### src/rtl/mm_pkg.sv
// Shared types and sizing helpers for the sequential matrix multiplier.
package mm_pkg;

    typedef enum logic [1:0] {
        IDLE = 2'd0,
        CALC = 2'd1,
        DONE = 2'd2
    } mm_state_t;

    localparam int MM_IDX_W_MIN = 1;

    // Smallest result width that holds a full N-term dot product of W-bit operands.
    function automatic int mm_min_rw(input int n, input int w);
        return 2 * w + $clog2(n);
    endfunction

    function automatic int mm_idx_w(input int n);
        return ($clog2(n) < MM_IDX_W_MIN) ? MM_IDX_W_MIN : $clog2(n);
    endfunction

endpackage

### src/rtl/mm_mac.sv
// Unsigned W x W multiply with an RW-bit registered accumulator.
module mm_mac
    import mm_pkg::*;
#(
    parameter int W  = 8,
    parameter int RW = 17
) (
    input  logic          clk,
    input  logic          rst,
    input  logic          clear,
    input  logic          en,
    input  logic [W-1:0]  a,
    input  logic [W-1:0]  b,
    output logic [RW-1:0] sum
);

    logic [RW-1:0]  acc_q;
    logic [2*W-1:0] prod;

    assign prod = (2*W)'(a) * (2*W)'(b);
    // clear restarts the dot product in the same cycle as its first term
    assign sum  = (clear ? '0 : acc_q) + RW'(prod);

    always_ff @(posedge clk or posedge rst) begin
        if (rst) begin
            acc_q <= '0;
        end else if (en) begin
            acc_q <= sum;
        end else if (clear) begin
            acc_q <= '0;
        end
    end

endmodule

### src/rtl/seq_matrix_mult.sv
// Sequential N x N unsigned matrix multiplier, one multiply-accumulate per clock.
//   state | meaning
//   IDLE  | waiting for start; operands latched on the accepting edge
//   CALC  | stepping k (fastest), j, i through all N^3 products
//   DONE  | one-cycle done pulse; outputs already hold the new result
module seq_matrix_mult
    import mm_pkg::*;
#(
    parameter int N  = 2,
    parameter int W  = 8,
    parameter int RW = 2 * W + $clog2(N)
) (
    input  logic              clk,
    input  logic              rst,
    input  logic              start,
    input  logic [N*N*W-1:0]  a_flat,
    input  logic [N*N*W-1:0]  b_flat,
    output logic              busy,
    output logic              done,
    output logic [N*N*RW-1:0] res_flat,
    output logic [N*N-1:0]    ovf
);

    if (N < 2) begin : g_bad_n
        $error("seq_matrix_mult: N must be at least 2");
    end
    if (RW < mm_min_rw(N, W)) begin : g_bad_rw
        $error("seq_matrix_mult: RW too small for full-precision results");
    end

    localparam int             IW   = mm_idx_w(N);
    localparam logic [IW-1:0]  LAST = IW'(N - 1);

    mm_state_t      state_q, state_d;
    logic [IW-1:0]  i_q, j_q, k_q;
    logic [W-1:0]   a_m [N][N];
    logic [W-1:0]   b_m [N][N];
    logic [RW-1:0]  shd [N][N];
    logic           shd_ovf [N][N];
    logic           load, step, mac_clear, mac_en;
    logic           k_last, last_step, sum_ovf;
    logic [RW-1:0]  mac_sum;

    assign k_last    = (k_q == LAST);
    assign last_step = k_last && (j_q == LAST) && (i_q == LAST);
    assign sum_ovf   = |mac_sum[RW-1:W];

    always_ff @(posedge clk or posedge rst) begin
        if (rst) begin
            state_q <= IDLE;
        end else begin
            state_q <= state_d;
        end
    end

    always_comb begin
        state_d   = state_q;
        busy      = 1'b0;
        done      = 1'b0;
        load      = 1'b0;
        step      = 1'b0;
        mac_clear = 1'b0;
        mac_en    = 1'b0;
        case (state_q)
            IDLE: begin
                if (start) begin
                    load      = 1'b1;
                    mac_clear = 1'b1;
                    state_d   = CALC;
                end
            end
            CALC: begin
                busy      = 1'b1;
                step      = 1'b1;
                mac_en    = 1'b1;
                mac_clear = (k_q == '0);
                if (last_step) begin
                    state_d = DONE;
                end
            end
            DONE: begin
                done    = 1'b1;
                state_d = IDLE;
            end
            default: begin
                state_d = IDLE;
            end
        endcase
    end

    mm_mac #(.W(W), .RW(RW)) u_mac (
        .clk   (clk),
        .rst   (rst),
        .clear (mac_clear),
        .en    (mac_en),
        .a     (a_m[i_q][k_q]),
        .b     (b_m[k_q][j_q]),
        .sum   (mac_sum)
    );

    always_ff @(posedge clk or posedge rst) begin
        if (rst) begin
            i_q      <= '0;
            j_q      <= '0;
            k_q      <= '0;
            res_flat <= '0;
            ovf      <= '0;
            for (int r = 0; r < N; r++) begin
                for (int c = 0; c < N; c++) begin
                    a_m[r][c]     <= '0;
                    b_m[r][c]     <= '0;
                    shd[r][c]     <= '0;
                    shd_ovf[r][c] <= 1'b0;
                end
            end
        end else begin
            if (load) begin
                i_q <= '0;
                j_q <= '0;
                k_q <= '0;
                for (int r = 0; r < N; r++) begin
                    for (int c = 0; c < N; c++) begin
                        a_m[r][c] <= a_flat[(N*N-1-(r*N+c))*W +: W];
                        b_m[r][c] <= b_flat[(N*N-1-(r*N+c))*W +: W];
                    end
                end
            end
            if (step) begin
                if (k_last) begin
                    k_q               <= '0;
                    shd[i_q][j_q]     <= mac_sum;
                    shd_ovf[i_q][j_q] <= sum_ovf;
                    if (j_q == LAST) begin
                        j_q <= '0;
                        i_q <= (i_q == LAST) ? '0 : i_q + 1'b1;
                    end else begin
                        j_q <= j_q + 1'b1;
                    end
                end else begin
                    k_q <= k_q + 1'b1;
                end
                // Publish the whole matrix at once; the final element bypasses the shadow.
                if (last_step) begin
                    for (int r = 0; r < N; r++) begin
                        for (int c = 0; c < N; c++) begin
                            if (r == N - 1 && c == N - 1) begin
                                res_flat[(N*N-1-(r*N+c))*RW +: RW] <= mac_sum;
                                ovf[N*N-1-(r*N+c)]                 <= sum_ovf;
                            end else begin
                                res_flat[(N*N-1-(r*N+c))*RW +: RW] <= shd[r][c];
                                ovf[N*N-1-(r*N+c)]                 <= shd_ovf[r][c];
                            end
                        end
                    end
                end
            end
        end
    end

endmodule

### config.mk
export PLATFORM = sky130hd
export DESIGN_NAME = seq_matrix_mult
export DESIGN_NICKNAME = d
export VERILOG_FILES = /design/src/rtl/mm_pkg.sv /design/src/rtl/mm_mac.sv /design/src/rtl/seq_matrix_mult.sv
export SDC_FILE = /design/constraint.sdc
export NUM_CORES = 1
export LEC_CHECK = 0
export ABC_CLOCK_PERIOD_IN_PS = 11600
export BUFFER_PORTS_ARGS = -buffer_cell sky130_fd_sc_hd__buf_2
export CORE_UTILIZATION = 44
export DETAILED_ROUTE_END_ITERATION = 8
export SLEW_MARGIN = 20
export SYNTH_ARGS = -nofsm -noshare
export SYNTH_HDL_FRONTEND = slang
export SYNTH_SLANG_ARGS = --single-unit
export TNS_END_PERCENT = 10
### constraint.sdc
create_clock -name clk -period 11.6 [get_ports clk]
set_input_delay 0 -clock clk [delete_from_list [all_inputs] [get_ports clk]]
set_output_delay 0 -clock clk [all_outputs]
set_load 0.01 [all_outputs]
==> flow_metrics.env <==
export IMPL_ff_latch_area_sq_um=5310
export IMPL_finalHoldViolCount=0
export IMPL_antenna_left=0
export IMPL_cts_num_sinks=212
export IMPL_rows=57
export IMPL_multiInputGateArea_sq_um=5080
export IMPL_cpPeakStageDelay_ns=1.01
export IMPL_wl_per_cell_microns=15.6
export IMPL_start_util_pct=44.8
export IMPL_cp_slowest_cell="dfrtp_1"
export IMPL_min_period_ns=6.40
export IMPL_cts_resized_gates=0
export IMPL_tightest_slew_ns=1.01
export IMPL_first_iter_violations=467
export IMPL_synthSimpleGateAreaFrac_pct=23.4
export IMPL_fmax_mhz=156
export IMPL_synth_xor_area_share_pct=0.794
export IMPL_synth_compound_area_share_pct=4.90
export IMPL_cts_htree_levels=1
export IMPL_cp_num_buf_inv=2
export IMPL_ys_types=43
export IMPL_syn_inst=1177
export IMPL_crit_arrival_ns=6.83
export IMPL_hold_path_class="in -> async"
export IMPL_grt_max_degree=146
export IMPL_max_cap_violations=0
export IMPL_die_w_microns=159
export IMPL_ys_top_cells_by_area="dfrtp_1, nand2_1, fa_1, ha_1, mux4_2"
export IMPL_dr_total_vias=8311
export IMPL_synth_top_family_by_area="simple AND/OR/NAND/NOR gates"
export IMPL_critPathCaptureType="flip-flop"
export IMPL_grt_pass1_wl_mm=44.0
export IMPL_io_pins=141
export IMPL_rsz0062_at_grt="no"
export IMPL_run_status="finished clean"
export IMPL_drt_wl_total_mm=26.4
export IMPL_io_buffers=140
export IMPL_path_cells="mux4_2, and2_1, fa_1, fa_1, inv_1, fa_1, fa_1, inv_1, ha_1, nand3_1, o2111ai_1, o21ai_1, and2_1, xnor2_1, nor4_4, a31oi_1"
export IMPL_ctsRootBufferMaster="clkbuf_16"
export IMPL_die_height_microns=159
export IMPL_grt_antenna_before_repair=0
export IMPL_yosys_area_share_adder_pct=13.6
export IMPL_synth_seq_area_share_pct=48.8
export IMPL_place_congestion=0.881
export IMPL_grt_pass1_vias=8409
export IMPL_core_area_sq_um=24200
export IMPL_cts_tree="done"
export IMPL_final_nets=1514
export IMPL_slew_viol_final=0
export IMPL_synth_area_sq_um=10900
export IMPL_cts_made_buffers=23
export IMPL_synth_top_area_cell="dfrtp_1"
export IMPL_fill_cells=2242
export IMPL_clk_path_buf_depth=3
export IMPL_worst_setup_path_type="reg -> reg"
export IMPL_area_growth_pct=21.7
export IMPL_die_area_sq_um=25300
export IMPL_crit_family="adder cells"
export IMPL_clk_pin_slew_worst_paths_ns=0.06
export IMPL_synth_top_area_share_pct=48.8
export IMPL_drive_gt1_share_pct=15.2
export IMPL_async_reset_ff_share_pct=100
export IMPL_fin_crit_sh_pct=55.1
export IMPL_skew_ns=0.0105
export IMPL_critPathMaxFanout=22
export IMPL_relSlewSlack_pct=32.4
export IMPL_synth_edf_count=0
export IMPL_avgSynthCellArea_sq_um=9.24
export IMPL_ys_warn_count=0
export IMPL_drc_errors=0
export IMPL_dr_pass1_iters=7
export IMPL_synthFlopType="dfrtp_1"
export IMPL_crit_top_cell="fa_1"
export IMPL_clk_latency_ns=0.52
export IMPL_vias_per_cell=4.90
export IMPL_ys_ff_latch=212
export IMPL_hold_buffers=65
export IMPL_synth_mux_area_fraction_pct=3.94
export IMPL_crit_path_start_kind="flip-flop"
export IMPL_syn_num_nets=1332
export IMPL_fin_setup_tns_ns=0
export IMPL_setup_viol=0
export IMPL_grt_overflow_total=0
export IMPL_grtUsageTotal_pct=21.7
export IMPL_synth_top_cells_by_count="nand2_1, dfrtp_1, inv_1"
export IMPL_required_ns=12.03
export IMPL_n_antenna_cell=0
export IMPL_postCtsSetupBuffers=0
export IMPL_yosysMostFrequentCell="nand2_1"
export IMPL_hpwl_mm=17.9
-- cell usage in the layout (no fill, tap or decap), types with 2 or more instances in the layout --
cell / instances
nand2_1: 540
dfrtp_1: 212
buf_2: 140
inv_1: 81
dlygate4sd3_1: 65
fa_1: 50
o21ai_0: 43
and2_1: 41
ha_1: 38
clkbuf_16: 23
mux4_2: 16
nor2_1: 15
a22o_1: 10
nand3_1: 8
a21oi_1: 7
mux2_2: 6
clkbuf_1: 6
xnor2_1: 5
nor3_1: 5
a31oi_1: 5
nand2b_1: 4
or2_2: 4
xor2_1: 3
o21a_1: 3
a21o_1: 3
bufinv_16: 3
o2111ai_1: 2
or3_1: 2
o211ai_1: 2
o22ai_1: 2
clkbuf_8: 2
clkinv_2: 2
buf_4: 2
-- path summary, 6_finish.rpt --
| path | slack (ns) | cells past startpoint | startpoint | endpoint |
|---|---|---|---|---|
| setup / recovery | 5.20 | 16 | k_last | shd_ovf[1] |
| hold / removal | 0.12 | 3 | rst | shd[56] |
| setup reg to reg | 5.20 | 16 | k_last | shd_ovf[1] |
| hold reg to reg | 0.46 | 2 | shd_ovf[2] | ovf[2] |
| max in group asynchronous | 10.11 | 4 | rst | res_flat[27] |
| min in group clk | 0.16 | 3 | start | state_q[0] |
-- sequential cells by signal, indices dropped and copies added (netlist names) --
name / flops
state_q: 2
k_last: 1
shd_ovf: 3
a_m: 32
b_m: 32
i_q: 1
shd: 51
res_flat: 68
ovf: 4
u_mac.acc_q: 17
j_q: 1
-- layer usage --
metal  track usage (%)  share of wire (%)
met1              30.8                 47
met2              34.4                 45
met5                 0                  0
met3              3.13                4.8
met4              7.21                2.9
-- area by class of cell --
cell class              instances  share of cell area, %
clock inverters                 6                  0.908
flip-flops and latches        212                   40.1
repair buffers                207                   10.3
multi-input cells             832                   38.4
inverters                      83                   2.47
well taps                     324                   3.06
clock buffers                  31                   4.73
-- worst reg2reg max path, delay by kind of cell, from the launching register on --
| kind | cells | cell delay (ns) |
|---|---|---|
| adders and majority gates | 5 | 2.39 |
| DFF | 1 | 1.01 |
| AOI/OAI and AO/OA | 3 | 0.75 |
| muxes | 1 | 0.72 |
| xor gates and xnor gates | 1 | 0.70 |
| and+or+nand+nor | 4 | 0.67 |
| buffers and inverters | 2 | 0.09 |
-- cell families after synthesis --
family	after synthesis
xor+xnor	9
flops	212
buf+inv	133
mux	22
compound gates	86
fa+ha+maj	88
simple gates	627
-- per-stage QoR --
step / utilization [%] / hold slack [ns] / instances / area (sq um) / setup slack (ns)
floorplan: - / 0.105 / 1177 / 10900 / 5.81
global placement: 48.8 / 0.190 / 1593 / 11800 / 5.27
detailed placement: 48.8 / 0.193 / 1593 / 11800 / 5.19
CTS: 54.6 / 0.145 / 1695 / 13200 / 5.14
global route: 54.6 / 0.197 / 1695 / 13200 / 4.79
finish: 54.6 / 0.120 / 1695 / 13200 / 5.20
Power is left out: the tool's default activity adds up to more than one toggle a clock period on the data nets, which glitch-free logic cannot reach.
